--- src/rtl/fifo_arb_pkg.sv ---
`default_nettype none
// ============================================================================
//  Module      : fifo_arb_pkg
//  Description : Shared types, default constants and a round-robin search
//                helper for the async_fifo write-side arbiter.
//  Revision    : 1.0 - initial release
// ============================================================================
package fifo_arb_pkg;

    // Default sizing for the arbiter and its interface.
    localparam int c_def_num_req    = 4;
    localparam int c_def_data_width = 8;
    localparam int c_def_burst_len  = 4;

    // Arbiter FSM states, explicit 1-bit encoding.
    typedef enum logic [0:0] {
        IDLE  = 1'b0,
        BURST = 1'b1
    } arb_state_t;

    // Result of a round-robin search: found flag plus winning index.
    typedef struct packed {
        logic       found;
        logic [3:0] idx;
    } pick_t;

    // Behavioural round-robin search over up to 16 requesters, starting one
    // past 'last' and wrapping modulo num_req.
    function automatic pick_t rr_pick(input logic [15:0] req_vec,
                                      input logic [3:0]  last,
                                      input int          num_req);
        pick_t res;
        int    k;
        res = '0;
        for (int i = 1; i <= 16; i++) begin
            k = (int'(last) + i) % num_req;
            if (i <= num_req && !res.found && req_vec[k[3:0]]) begin
                res.found = 1'b1;
                res.idx   = k[3:0];
            end
        end
        return res;
    endfunction

endpackage
`default_nettype wire

--- src/rtl/fifo_wr_arbiter_if.sv ---
`default_nettype none
// ============================================================================
//  Module      : fifo_wr_arbiter_if
//  Description : Requester/FIFO-side signal bundle for fifo_wr_arbiter.
//                'master' is the arbiter view, 'slave' the environment view.
//  Revision    : 1.0 - initial release
// ============================================================================
interface fifo_wr_arbiter_if
    import fifo_arb_pkg::*;
#(
    parameter  int NUM_REQ    = c_def_num_req,
    parameter  int DATA_WIDTH = c_def_data_width,
    localparam int OWNER_W    = $clog2(NUM_REQ)
);
    logic [NUM_REQ-1:0]            req;
    logic [NUM_REQ*DATA_WIDTH-1:0] req_data;
    logic [NUM_REQ-1:0]            gnt;
    logic                          full;
    logic                          w_en;
    logic [DATA_WIDTH-1:0]         data_in;
    logic                          busy;
    logic [OWNER_W-1:0]            owner;

    modport master (
        input  req, req_data, full,
        output gnt, w_en, data_in, busy, owner
    );

    modport slave (
        output req, req_data, full,
        input  gnt, w_en, data_in, busy, owner
    );
endinterface
`default_nettype wire

--- src/rtl/fifo_wr_arbiter_rr_pick_onehot.sv ---
`default_nettype none
// ============================================================================
//  Module      : rr_pick_onehot
//  Description : Combinational round-robin picker. Rotates the request
//                vector so the search starts one past 'i_last', isolates the
//                lowest set bit, and rotates back to a one-hot grant.
//  Revision    : 1.0 - initial release
// ============================================================================
module rr_pick_onehot #(
    parameter  int N = 4,
    localparam int W = $clog2(N)
) (
    input  wire logic [N-1:0] i_req,
    input  wire logic [W-1:0] i_last,
    output logic      [N-1:0] o_onehot,
    output logic      [W-1:0] o_idx,
    output logic              o_found
);
    logic [W-1:0] w_start;
    logic [N-1:0] w_rot;
    logic [N-1:0] w_pe;

    // Search origin is last+1, wrapped explicitly for non-power-of-2 N.
    assign w_start = (i_last == W'(N - 1)) ? '0 : i_last + W'(1);

    // Rotate so that bit 0 of w_rot is requester w_start.
    always_comb begin
        w_rot = '0;
        for (int i = 0; i < N; i++) begin
            w_rot[i] = i_req[W'((i + int'(w_start)) % N)];
        end
    end

    // Lowest set bit of the rotated vector is the winner.
    assign w_pe = w_rot & (~w_rot + N'(1));

    // Undo the rotation to get the grant in requester numbering.
    always_comb begin
        o_onehot = '0;
        for (int i = 0; i < N; i++) begin
            o_onehot[W'((i + int'(w_start)) % N)] = w_pe[i];
        end
    end

    // Encode the one-hot winner into an index.
    always_comb begin
        o_idx = '0;
        for (int i = 0; i < N; i++) begin
            if (o_onehot[i]) begin
                o_idx = o_idx | W'(i);
            end
        end
    end

    assign o_found = |i_req;
endmodule
`default_nettype wire

--- src/rtl/fifo_wr_arbiter.sv ---
`default_nettype none
// ============================================================================
//  Module      : fifo_wr_arbiter
//  Description : Round-robin write-port scheduler in front of async_fifo.
//                One arbitration cycle (IDLE) precedes each burst of up to
//                BURST_LEN beats; FIFO 'full' stalls the owner in place.
//  Revision    : 1.0 - initial release
// ============================================================================
module fifo_wr_arbiter
    import fifo_arb_pkg::*;
#(
    parameter  int NUM_REQ    = c_def_num_req,
    parameter  int DATA_WIDTH = c_def_data_width,
    parameter  int BURST_LEN  = c_def_burst_len,
    localparam int OWNER_W    = $clog2(NUM_REQ)
) (
    input  wire logic          wclk,
    input  wire logic          wrst,
    fifo_wr_arbiter_if.master  bus
);
    localparam int CNT_W = $clog2(BURST_LEN + 1);

    arb_state_t         r_state;
    arb_state_t         w_state_nxt;
    logic [OWNER_W-1:0] r_owner;
    logic [OWNER_W-1:0] w_owner_nxt;
    logic [CNT_W-1:0]   r_beat_cnt;
    logic [CNT_W-1:0]   w_cnt_nxt;

    logic               w_req_own;
    logic               w_beat;
    logic [NUM_REQ-1:0] w_pick_onehot;
    logic [OWNER_W-1:0] w_pick_idx;
    logic               w_pick_found;

    rr_pick_onehot #(
        .N (NUM_REQ)
    ) u_pick (
        .i_req    (bus.req),
        .i_last   (r_owner),
        .o_onehot (w_pick_onehot),
        .o_idx    (w_pick_idx),
        .o_found  (w_pick_found)
    );

    // The one-hot view is for the read-side reuse of the picker.
    logic w_unused_onehot;
    assign w_unused_onehot = ^w_pick_onehot;

    assign w_req_own = bus.req[r_owner];
    assign w_beat    = (r_state == BURST) && w_req_own && !bus.full;

    // Reset gates the write strobe so a mid-burst reset never writes.
    assign bus.w_en    = w_beat && !wrst;
    assign bus.gnt     = NUM_REQ'(bus.w_en) << r_owner;
    assign bus.data_in = (r_state == BURST && !wrst)
                       ? bus.req_data[r_owner*DATA_WIDTH +: DATA_WIDTH]
                       : '0;
    assign bus.busy    = (r_state == BURST);
    assign bus.owner   = r_owner;

    // State, owner and beat counter registers.
    always_ff @(posedge wclk) begin
        if (wrst) begin
            r_state    <= IDLE;
            r_owner    <= OWNER_W'(NUM_REQ - 1);
            r_beat_cnt <= '0;
        end else begin
            r_state    <= w_state_nxt;
            r_owner    <= w_owner_nxt;
            r_beat_cnt <= w_cnt_nxt;
        end
    end

    // Next-state: arbitrate in IDLE, count beats and detect exit in BURST.
    always_comb begin
        w_state_nxt = r_state;
        w_owner_nxt = r_owner;
        w_cnt_nxt   = r_beat_cnt;
        case (r_state)
            IDLE: begin
                if (w_pick_found) begin
                    w_owner_nxt = w_pick_idx;
                    w_cnt_nxt   = '0;
                    w_state_nxt = BURST;
                end
            end
            BURST: begin
                if (!w_req_own) begin
                    w_state_nxt = IDLE;
                end else if (w_beat) begin
                    w_cnt_nxt = r_beat_cnt + CNT_W'(1);
                    if (r_beat_cnt == CNT_W'(BURST_LEN - 1)) begin
                        w_state_nxt = IDLE;
                    end
                end
            end
            default: w_state_nxt = IDLE;
        endcase
    end
endmodule
`default_nettype wire

--- src/flat_wrapper.sv ---
// flat-port wrapper written by rule: the top's interface ports become plain ports
module fifo_wr_arbiter_flat import fifo_arb_pkg::*;
#(
    parameter  int NUM_REQ    = c_def_num_req,
    parameter  int DATA_WIDTH = c_def_data_width,
    parameter  int BURST_LEN  = c_def_burst_len,
    localparam int OWNER_W    = $clog2(NUM_REQ)
)
  (wclk, wrst, bus_req, bus_req_data, bus_full, bus_gnt, bus_w_en, bus_data_in, bus_busy, bus_owner);
  fifo_wr_arbiter_if #(.NUM_REQ(NUM_REQ), .DATA_WIDTH(DATA_WIDTH)) bus_i ();
  input  wire logic wclk;
  input  wire logic wrst;
  input wire logic [$bits(bus_i.req)-1:0] bus_req;
  input wire logic [$bits(bus_i.req_data)-1:0] bus_req_data;
  input wire logic [$bits(bus_i.full)-1:0] bus_full;
  output wire logic [$bits(bus_i.gnt)-1:0] bus_gnt;
  output wire logic [$bits(bus_i.w_en)-1:0] bus_w_en;
  output wire logic [$bits(bus_i.data_in)-1:0] bus_data_in;
  output wire logic [$bits(bus_i.busy)-1:0] bus_busy;
  output wire logic [$bits(bus_i.owner)-1:0] bus_owner;
  assign bus_i.req = bus_req;
  assign bus_i.req_data = bus_req_data;
  assign bus_i.full = bus_full;
  assign bus_gnt = bus_i.gnt;
  assign bus_w_en = bus_i.w_en;
  assign bus_data_in = bus_i.data_in;
  assign bus_busy = bus_i.busy;
  assign bus_owner = bus_i.owner;
  fifo_wr_arbiter #(.NUM_REQ(NUM_REQ), .DATA_WIDTH(DATA_WIDTH), .BURST_LEN(BURST_LEN)) u_core (.wclk(wclk), .wrst(wrst), .bus(bus_i));
endmodule
--- config.mk ---
export PLATFORM = sky130hd
export DESIGN_NAME = fifo_wr_arbiter_flat
export DESIGN_NICKNAME = d
export VERILOG_FILES = /design/src/rtl/fifo_arb_pkg.sv /design/src/rtl/fifo_wr_arbiter_if.sv /design/src/rtl/fifo_wr_arbiter_rr_pick_onehot.sv /design/src/rtl/fifo_wr_arbiter.sv /design/src/flat_wrapper.sv
export SDC_FILE = /design/constraint.sdc
export NUM_CORES = 1
export LEC_CHECK = 0
export CORE_UTILIZATION = 40
export CTS_CLUSTER_DIAMETER = 150
export DETAILED_ROUTE_END_ITERATION = 8
export GPL_TIMING_DRIVEN = 1
export PLACE_DENSITY = 0.8
export SKIP_LAST_GASP = 1
export SLEW_MARGIN = 20
export SYNTH_ARGS = -nofsm -noshare
export SYNTH_HDL_FRONTEND = slang
export SYNTH_SLANG_ARGS = --single-unit
--- constraint.sdc ---
create_clock -name wclk -period 3.7 [get_ports wclk]
set_input_delay 0.74 -clock wclk [delete_from_list [all_inputs] [get_ports wclk]]
set_output_delay 0.74 -clock wclk [all_outputs]
set_load 0.01 [all_outputs]
Word level (Yosys, flattened, before mapping)
Index checks and enable logic that the tools add are counted.
{"block": "totals", "regBits": 6, "latchBits": 0, "mem_bits_rw": 0, "rom_bits": 0, "input_bits": 39, "output_inout_bits": 16, "elab_cells": 81, "mem_count": 0}
{"block": "classes", "n_addsub": 6, "multipliers": 0, "n_div": 0, "order_cmp": 9, "eq_ne": 5, "n_shift": 2, "mux": 39, "bitwise": 4, "n_reduce_logical": 13}
{"cell": "$shiftx 32x6->8", "n": 1}
{"cell": "$mux 1", "n": 18}
{"cell": "$lt 2x4->1 const B", "n": 4}
{"cell": "$bwmux 4", "n": 3}
{"cell": "$bmux 1 s2", "n": 5}
{"cell": "$mux 3", "n": 3}
{"cell": "$and 4x4->4", "n": 2}
{"cell": "$demux 1 s2", "n": 4}
{"cell": "$ge 2x1->1 const B", "n": 4}
{"cell": "$logic_and 1x1->1", "n": 8}
{"cell": "$mux 8", "n": 1}
{"cell": "$mux 2", "n": 3}
{"cell": "$ne 2x2->1 const B", "n": 3}
{"cell": "$pmux 3 s2", "n": 1}
{"cell": "$add 2x2->2 const A", "n": 2}
{"cell": "$add 4x1->4 const B", "n": 1}
{"cell": "$not 4->4", "n": 1}
{"cell": "$reduce_or 4->1", "n": 1}
{"cell": "$shl 1x2->4", "n": 1}
{"cell": "$add 3x1->3 const B", "n": 1}
{"cell": "$eq 3x2->1 const B", "n": 1}
{"cell": "$lt 2x3->1 const B", "n": 1}
{"cell": "$reduce_and 3->1", "n": 1}
{"cell": "$add 1x2->2 const A", "n": 1}
{"cell": "6 further kinds", "n": 7}

Longest topological paths before layout
Gate-level depths: netlist of run 1.
{"block": "depth", "ltp_word": 16, "depth_mapped": 11, "mapped_depth_nobuf": 7}

Cells and area by module
Synthesis of run 1 repeated with hierarchy kept, for this count alone.
{"block": "hier_totals", "cells_unflattened": 144, "hier_area_um2": 1365.1}
{"mod": "fifo_wr_arbiter", "n_inst": 1, "cells_per_inst": 65, "area_each_um2": 728.2, "seq_area_each_um2": 120.1}
{"mod": "rr_pick_onehot", "n_inst": 1, "cells_per_inst": 79, "area_each_um2": 636.9, "seq_area_each_um2": 0.0}

Worst setup path before layout of run 1
No wires, ideal clock.
{"block": "synth_path", "kind": "reg-to-reg", "from": "register u_core.r_owner[0], in the netlist u_core.bus.owner[0]", "to": "register u_core.r_owner[0], in the netlist u_core.bus.owner[0]", "setup_time_ns": 0.136, "t_arrival_ns": 2.584, "required_time_ns": 3.564, "setup_slack_ns": 0.980, "stages_incl_launch_ff": 12, "path_buffers": 4, "period_less_slack_ns": 2.720, "cell_sequence": "dfxtp_1 > buf_6 > buf_2 > buf_2 > inv_1 > ha_1 > buf_2 > and3b_1 > nor3_1 > a2111oi_0 > a311oi_1 > a32oi_1"}
{"block": "synth_between", "elab_chain_cells": 15, "elab_cells_between_ends": 48, "cone_classes": "add/sub: 5; order compare: 8; eq/ne: 1; mux: 27; bitwise: 3; reduce/logical: 4"}
{"item": "start: declaration", "line_no": "fifo_wr_arbiter.sv:25", "source": "logic [OWNER_W-1:0] r_owner;"}
{"item": "start signal: assignment", "line_no": "fifo_wr_arbiter.sv:66", "source": "r_owner <= OWNER_W'(NUM_REQ - 1);"}
{"item": "start signal: assignment", "line_no": "fifo_wr_arbiter.sv:70", "source": "r_owner <= w_owner_nxt;"}
{"item": "$add 2x1->2 or $eq 2x2->1 (tied branches)", "line_no": "fifo_wr_arbiter_rr_pick_onehot.sv:24", "source": "assign w_start = (i_last == W'(N - 1)) ? '0 : i_last + W'(1);"}
{"item": "$mux 2 (*)", "line_no": "fifo_wr_arbiter_rr_pick_onehot.sv:24"}
{"item": "$add 1x2->2 or $bmux 1 s2 (tied branches)", "line_no": "fifo_wr_arbiter_rr_pick_onehot.sv:30, fifo_wr_arbiter_rr_pick_onehot.sv:41"}
{"item": "$bmux 1 s2 or $mux 1 (tied branches)", "line_no": "fifo_wr_arbiter_rr_pick_onehot.sv:30", "source": "w_rot[i] = i_req[W'((i + int'(w_start)) % N)];"}
{"item": "$mux 1 (implied by the code)", "line_no": "fifo_wr_arbiter_rr_pick_onehot.sv:30"}
{"item": "$mux 1 (implied by the code) or $not 4->4 (tied branches)", "line_no": "fifo_wr_arbiter_rr_pick_onehot.sv:30, fifo_wr_arbiter_rr_pick_onehot.sv:35"}
{"item": "$not 4->4 or $add 4x1->4 (tied branches)", "line_no": "fifo_wr_arbiter_rr_pick_onehot.sv:35", "source": "assign w_pe = w_rot & (~w_rot + N'(1));"}
{"item": "$add 4x1->4 or $and 4x4->4 (tied branches)", "line_no": "fifo_wr_arbiter_rr_pick_onehot.sv:35"}
{"item": "$and 4x4->4, on equally long branches"}
{"item": "$bwmux 4 (2 in a row)", "line_no": "fifo_wr_arbiter_rr_pick_onehot.sv:41", "source": "o_onehot[W'((i + int'(w_start)) % N)] = w_pe[i];"}
{"item": "$bwmux 4 (*)", "line_no": "fifo_wr_arbiter_rr_pick_onehot.sv:41"}
{"item": "$mux 1", "line_no": "fifo_wr_arbiter_rr_pick_onehot.sv:49", "source": "if (o_onehot[i]) begin"}
{"item": "$mux 2", "line_no": "fifo_wr_arbiter_rr_pick_onehot.sv:49"}
{"item": "$mux 2 (*)", "line_no": "fifo_wr_arbiter_rr_pick_onehot.sv:49"}
Every way passes the cells marked *; elsewhere a longest branch is shown, timed or not. The select of a mux whose other input is x is not followed.
A chain may end at the register's enable or synchronous reset.

Final worst setup path of run 1
{"block": "layout_path", "from": "input bus_req[1]", "to": "output bus_gnt[2]"}
{"block": "layout_between", "elab_chain_cells": 6}
{"item": "start: declaration", "line_no": "flat_wrapper.sv:13", "source": "input wire logic [$bits(bus_i.req)-1:0] bus_req;"}
{"item": "$bmux 1 s2", "line_no": "fifo_wr_arbiter.sv:50", "source": "assign w_req_own = bus.req[r_owner];"}
{"item": "$mux 1 (implied by the code)", "line_no": "fifo_wr_arbiter.sv:50"}
{"item": "$logic_and 1x1->1 (2 in a row)", "line_no": "fifo_wr_arbiter.sv:51", "source": "assign w_beat = (r_state == BURST) && w_req_own && !bus.full;"}
{"item": "$logic_and 1x1->1", "line_no": "fifo_wr_arbiter.sv:54", "source": "assign bus.w_en = w_beat && !wrst;"}
{"item": "$shl 1x2->4", "line_no": "fifo_wr_arbiter.sv:55", "source": "assign bus.gnt = NUM_REQ'(bus.w_en) << r_owner;"}
{"item": "end: declaration", "line_no": "flat_wrapper.sv:16", "source": "output wire logic [$bits(bus_i.gnt)-1:0] bus_gnt;"}
Every way passes these cells. The select of a mux whose other input is x is not followed.

==> results of run 1 <==
-- cell usage in the layout (no fill, tap or decap), types with 4 or more instances in the layout --
master	instances
mux2i_1	4
buf_4	4
a21oi_1	7
nand2_1	5
nand3_1	4
mux4_2	9
nor2b_1	10
nor2_1	7
ha_1	8
o2111ai_1	5
dfxtp_1	6
clkdlybuf4s50_1	54
nor4_1	5
inv_1	8
-- stage by stage --
step	util	hold WS, ns	cells
floorplan	-	0.448	120
global placement	0.650	0.460	200
detailed placement	0.650	0.466	200
CTS	0.659	0.472	203
global route	0.659	0.502	203
finish	0.659	0.471	203
-- where the power goes --
| group | switching [mW] | leakage (nW) | internal (mW) |
|---|---|---|---|
| logic | 0.338 | 0.543 | 0.362 |
| registers | 0.0544 | 0.0494 | 0.0789 |
| clock network | 0.0229 | 0.0138 | 0.0366 |
-- flip-flops by register name, summed over array words and instances (netlist names) --
register	cells
u_core.r_beat_cnt	3
u_core.bus.owner	2
u_core.bus.busy	1
-- layout make-up --
| cell class | count | share of cell area |
|---|---|---|
| timing repair buffer | 58 | 0.349 |
| sequential | 6 | 0.0736 |
| clock buffer | 3 | 0.0138 |
| tap | 30 | 0.0230 |
| inverter | 8 | 0.0184 |
| multi-input combinational | 98 | 0.522 |
-- per-layer routing --
layer,vias to the layer above,track usage,part of all wire
met4,0,0.0263,0.0037
li1,576,-,-
met5,-,0,0
met2,54,0.454,0.50
met1,550,0.258,0.40
met3,4,0.0661,0.096
-- cell families after synthesis --
group | after synthesis
AO/OA/AOI/OAI | 30
XOR/XNOR | 1
adder cells (fa/ha/maj) | 8
buffers and inverters | 16
flip-flops | 6
multiplexers | 16
AND/OR/NAND/NOR | 43
-- worst paths after layout --
check / end / slack (ns) / cells past startpoint / start
setup / recovery: bus_gnt[2] / 0.17 / 5 / bus_req[1]
hold / removal: u_core.r_beat_cnt[2]$_SDFFE_PP0P_ / 0.47 / 2 / u_core.r_beat_cnt[2]$_SDFFE_PP0P_
setup reg to reg: u_core.bus.owner[1]$_SDFFE_PP1P_ / 0.72 / 8 / u_core.bus.owner[0]$_SDFFE_PP1P_
hold reg to reg: u_core.r_beat_cnt[2]$_SDFFE_PP0P_ / 0.47 / 2 / u_core.r_beat_cnt[2]$_SDFFE_PP0P_
-- tightest hold or removal path: cells and delay by family (launching register included) --
family	cells	cell delay [ns]
flip-flops	1	0.30
AND/OR/NAND/NOR	1	0.06
AO/OA/AOI/OAI	1	0.06
==> metrics.md, run 1 <==
| Metric | Value |
|---|---|
| Depth of the CTS H-tree | 1 |
| Root buffer cell | clkbuf_4 |
| Max IR drop VDD | 452 µV |
| Overflow after GRT | 0 |
| Synth Area in Compound Gates | 0.214 |
| Setup WS post-layout | 0.169 ns |
| Worst hold path type | flop to flop |
| CP most frequent cell | clkdlybuf4s50_1 |
| Final Cell Area | 0.00163 mm² |
| Initial Utilization | 0.422 |
| Final Power | 0.893 mW |
| Power per Cell Area | 547 mW/mm² |
| Area grow syn2layout | 56.3% |
| DRT Pass-1 Iters | 4 |
| Synth top area cells | mux4_2 (19%), dfxtp_1 (11%), ha_1 (9.6%), nor2b_1 (6.0%), o2111ai_1 (4.2%) |
| Leak | 0.607 nW |
| Crit. End Element | primary output |
| Worst Path Required | 2.96 ns |
| Type of origin of the critical path | input port |
| Crit path buffers/inverters | 2 |
| Synthesized flop and latch total | 6 |
| First-pass GRT wire length | 4.89 mm |
| All-Layer GR Usage | 0.235 |
| Initial DRC Count | 29 |
| Primary FF master, synth | dfxtp_1 |
| Top-area cell type share of the netlist area | 0.194 |
| Post-Route Setup TNS | 0 ns |
| Period utilisation layout | 0.954 |
| Mux share of post-synthesis cell area | 0.265 |
| Wirelength, routed | 3.22 mm |
| Ports | 55 |
| Post-CTS Setup Bufs | 0 |
| Area of the mapped netlist | 0.00104 mm² |
| Number of synthesized flops with an enable pin | 0 |
| # hold bufs at CTS | 0 |
| Largest net degree at the start of global routing | 21 |
| # DRC | 0 |
| Most common cell in the netlist | nor2b_1 |
| Area of the multi-input gates | 852 µm² |
| Vias in the first global route | 1147 |
| Post-Synth Adder-Cell Area | 0.0958 |
| Post-synthesis sequential area ratio | 0.115 |
| Post-Syn Nets | 167 |
| Final setup vio count | 0 |
| Clk Latency, worst-skew pair | 0.25 ns |
| Main combinational cell family by area after synthesis | multiplexers |
| Cell Area, Placed | 0.00161 mm² |
| Top post-synthesis cells by count | nor2b_1 (10), mux4_2 (9), ha_1 (8), inv_1 (8) |
| Vias per inst | 5.83 |
| Num CTS Buffers | 3 |
| Final HPWL from detailed placement | 2.53 mm |
| Diode count | 0 |
| Reg area | 120 µm² |
| PostCTS Resize Cnt | 0 |
| Final Max Slew Viols | 0 |
| CTS max path bufs | 2 |
| Die Ht | 53.1 µm |
| Relative slew slack | 0.530 |
| F_max | 0.283 GHz |
| Chip Width | 53.1 µm |
| Syn_area_per_cell | 8.71 µm² |
| Crit path kind | input port to primary output |
| Initial antenna violation count | 0 |
| Slew @ Worst Pin | 0.705 ns |
| Port Buffer Count | 54 |
| Largest area contributor in the netlist | mux4_2 |
| CP arrival | 2.79 ns |
| CP cell instances | clkdlybuf4s50_1 > mux2_2 > o2111ai_1 > nor4_1 > clkdlybuf4s50_1 |
| FFs w/ async S/R, synth | 0 |
| Routed Antenna Nets | 0 |
| GP Congestion | 0.966 |
| Via Count | 1184 |
| Fin. Hold Viols | 0 |
| Rows | 18 |
| RSZ-0062 raised after global routing | false |
| Core area | 0.00248 mm² |
| Simple-Gate Fraction of Synth Area | 0.232 |
| Dpl ws | 0.203 ns |
| Filler cell count | 213 |
| Crit path max fanout | 8 |
| Post-synth cell types | 42 |
| Layout cells sized above 1 | 0.139 |
| WL per Instance | 15.9 µm |
| Synth Instances | 120 |
| Critical-path top delay cell | clkdlybuf4s50_1 |
| Clock Sinks | 6 |
| CP peak stage delay | 0.60 ns |
| Post-synthesis xor/xnor area fraction | 0.00838 |
| Final Skew | 0.00449 ns |
| Post-layout min period | 3.53 ns |
| CTS tree | yes |
| Final layout net count | 222 |
| CP delay by family, top | buffers and inverters |
| Max_cap viols | 0 |
| Status | finished, final reports clean |
| Die Area | 0.00282 mm² |
| Clock transition at path regs | 0.04 ns |
| Synth Warn # | 0 |
No activity file was read; power rests on OpenSTA's default activity.
==> run 2: changes to the inputs <==
ABC_CLOCK_PERIOD_IN_PS = 3700   (was default)
SLEW_MARGIN = default   (was 20)
TNS_END_PERCENT = 30   (was default)
==> results of run 2 <==
Final layout, timing and power as in run 1 (identical DEF).
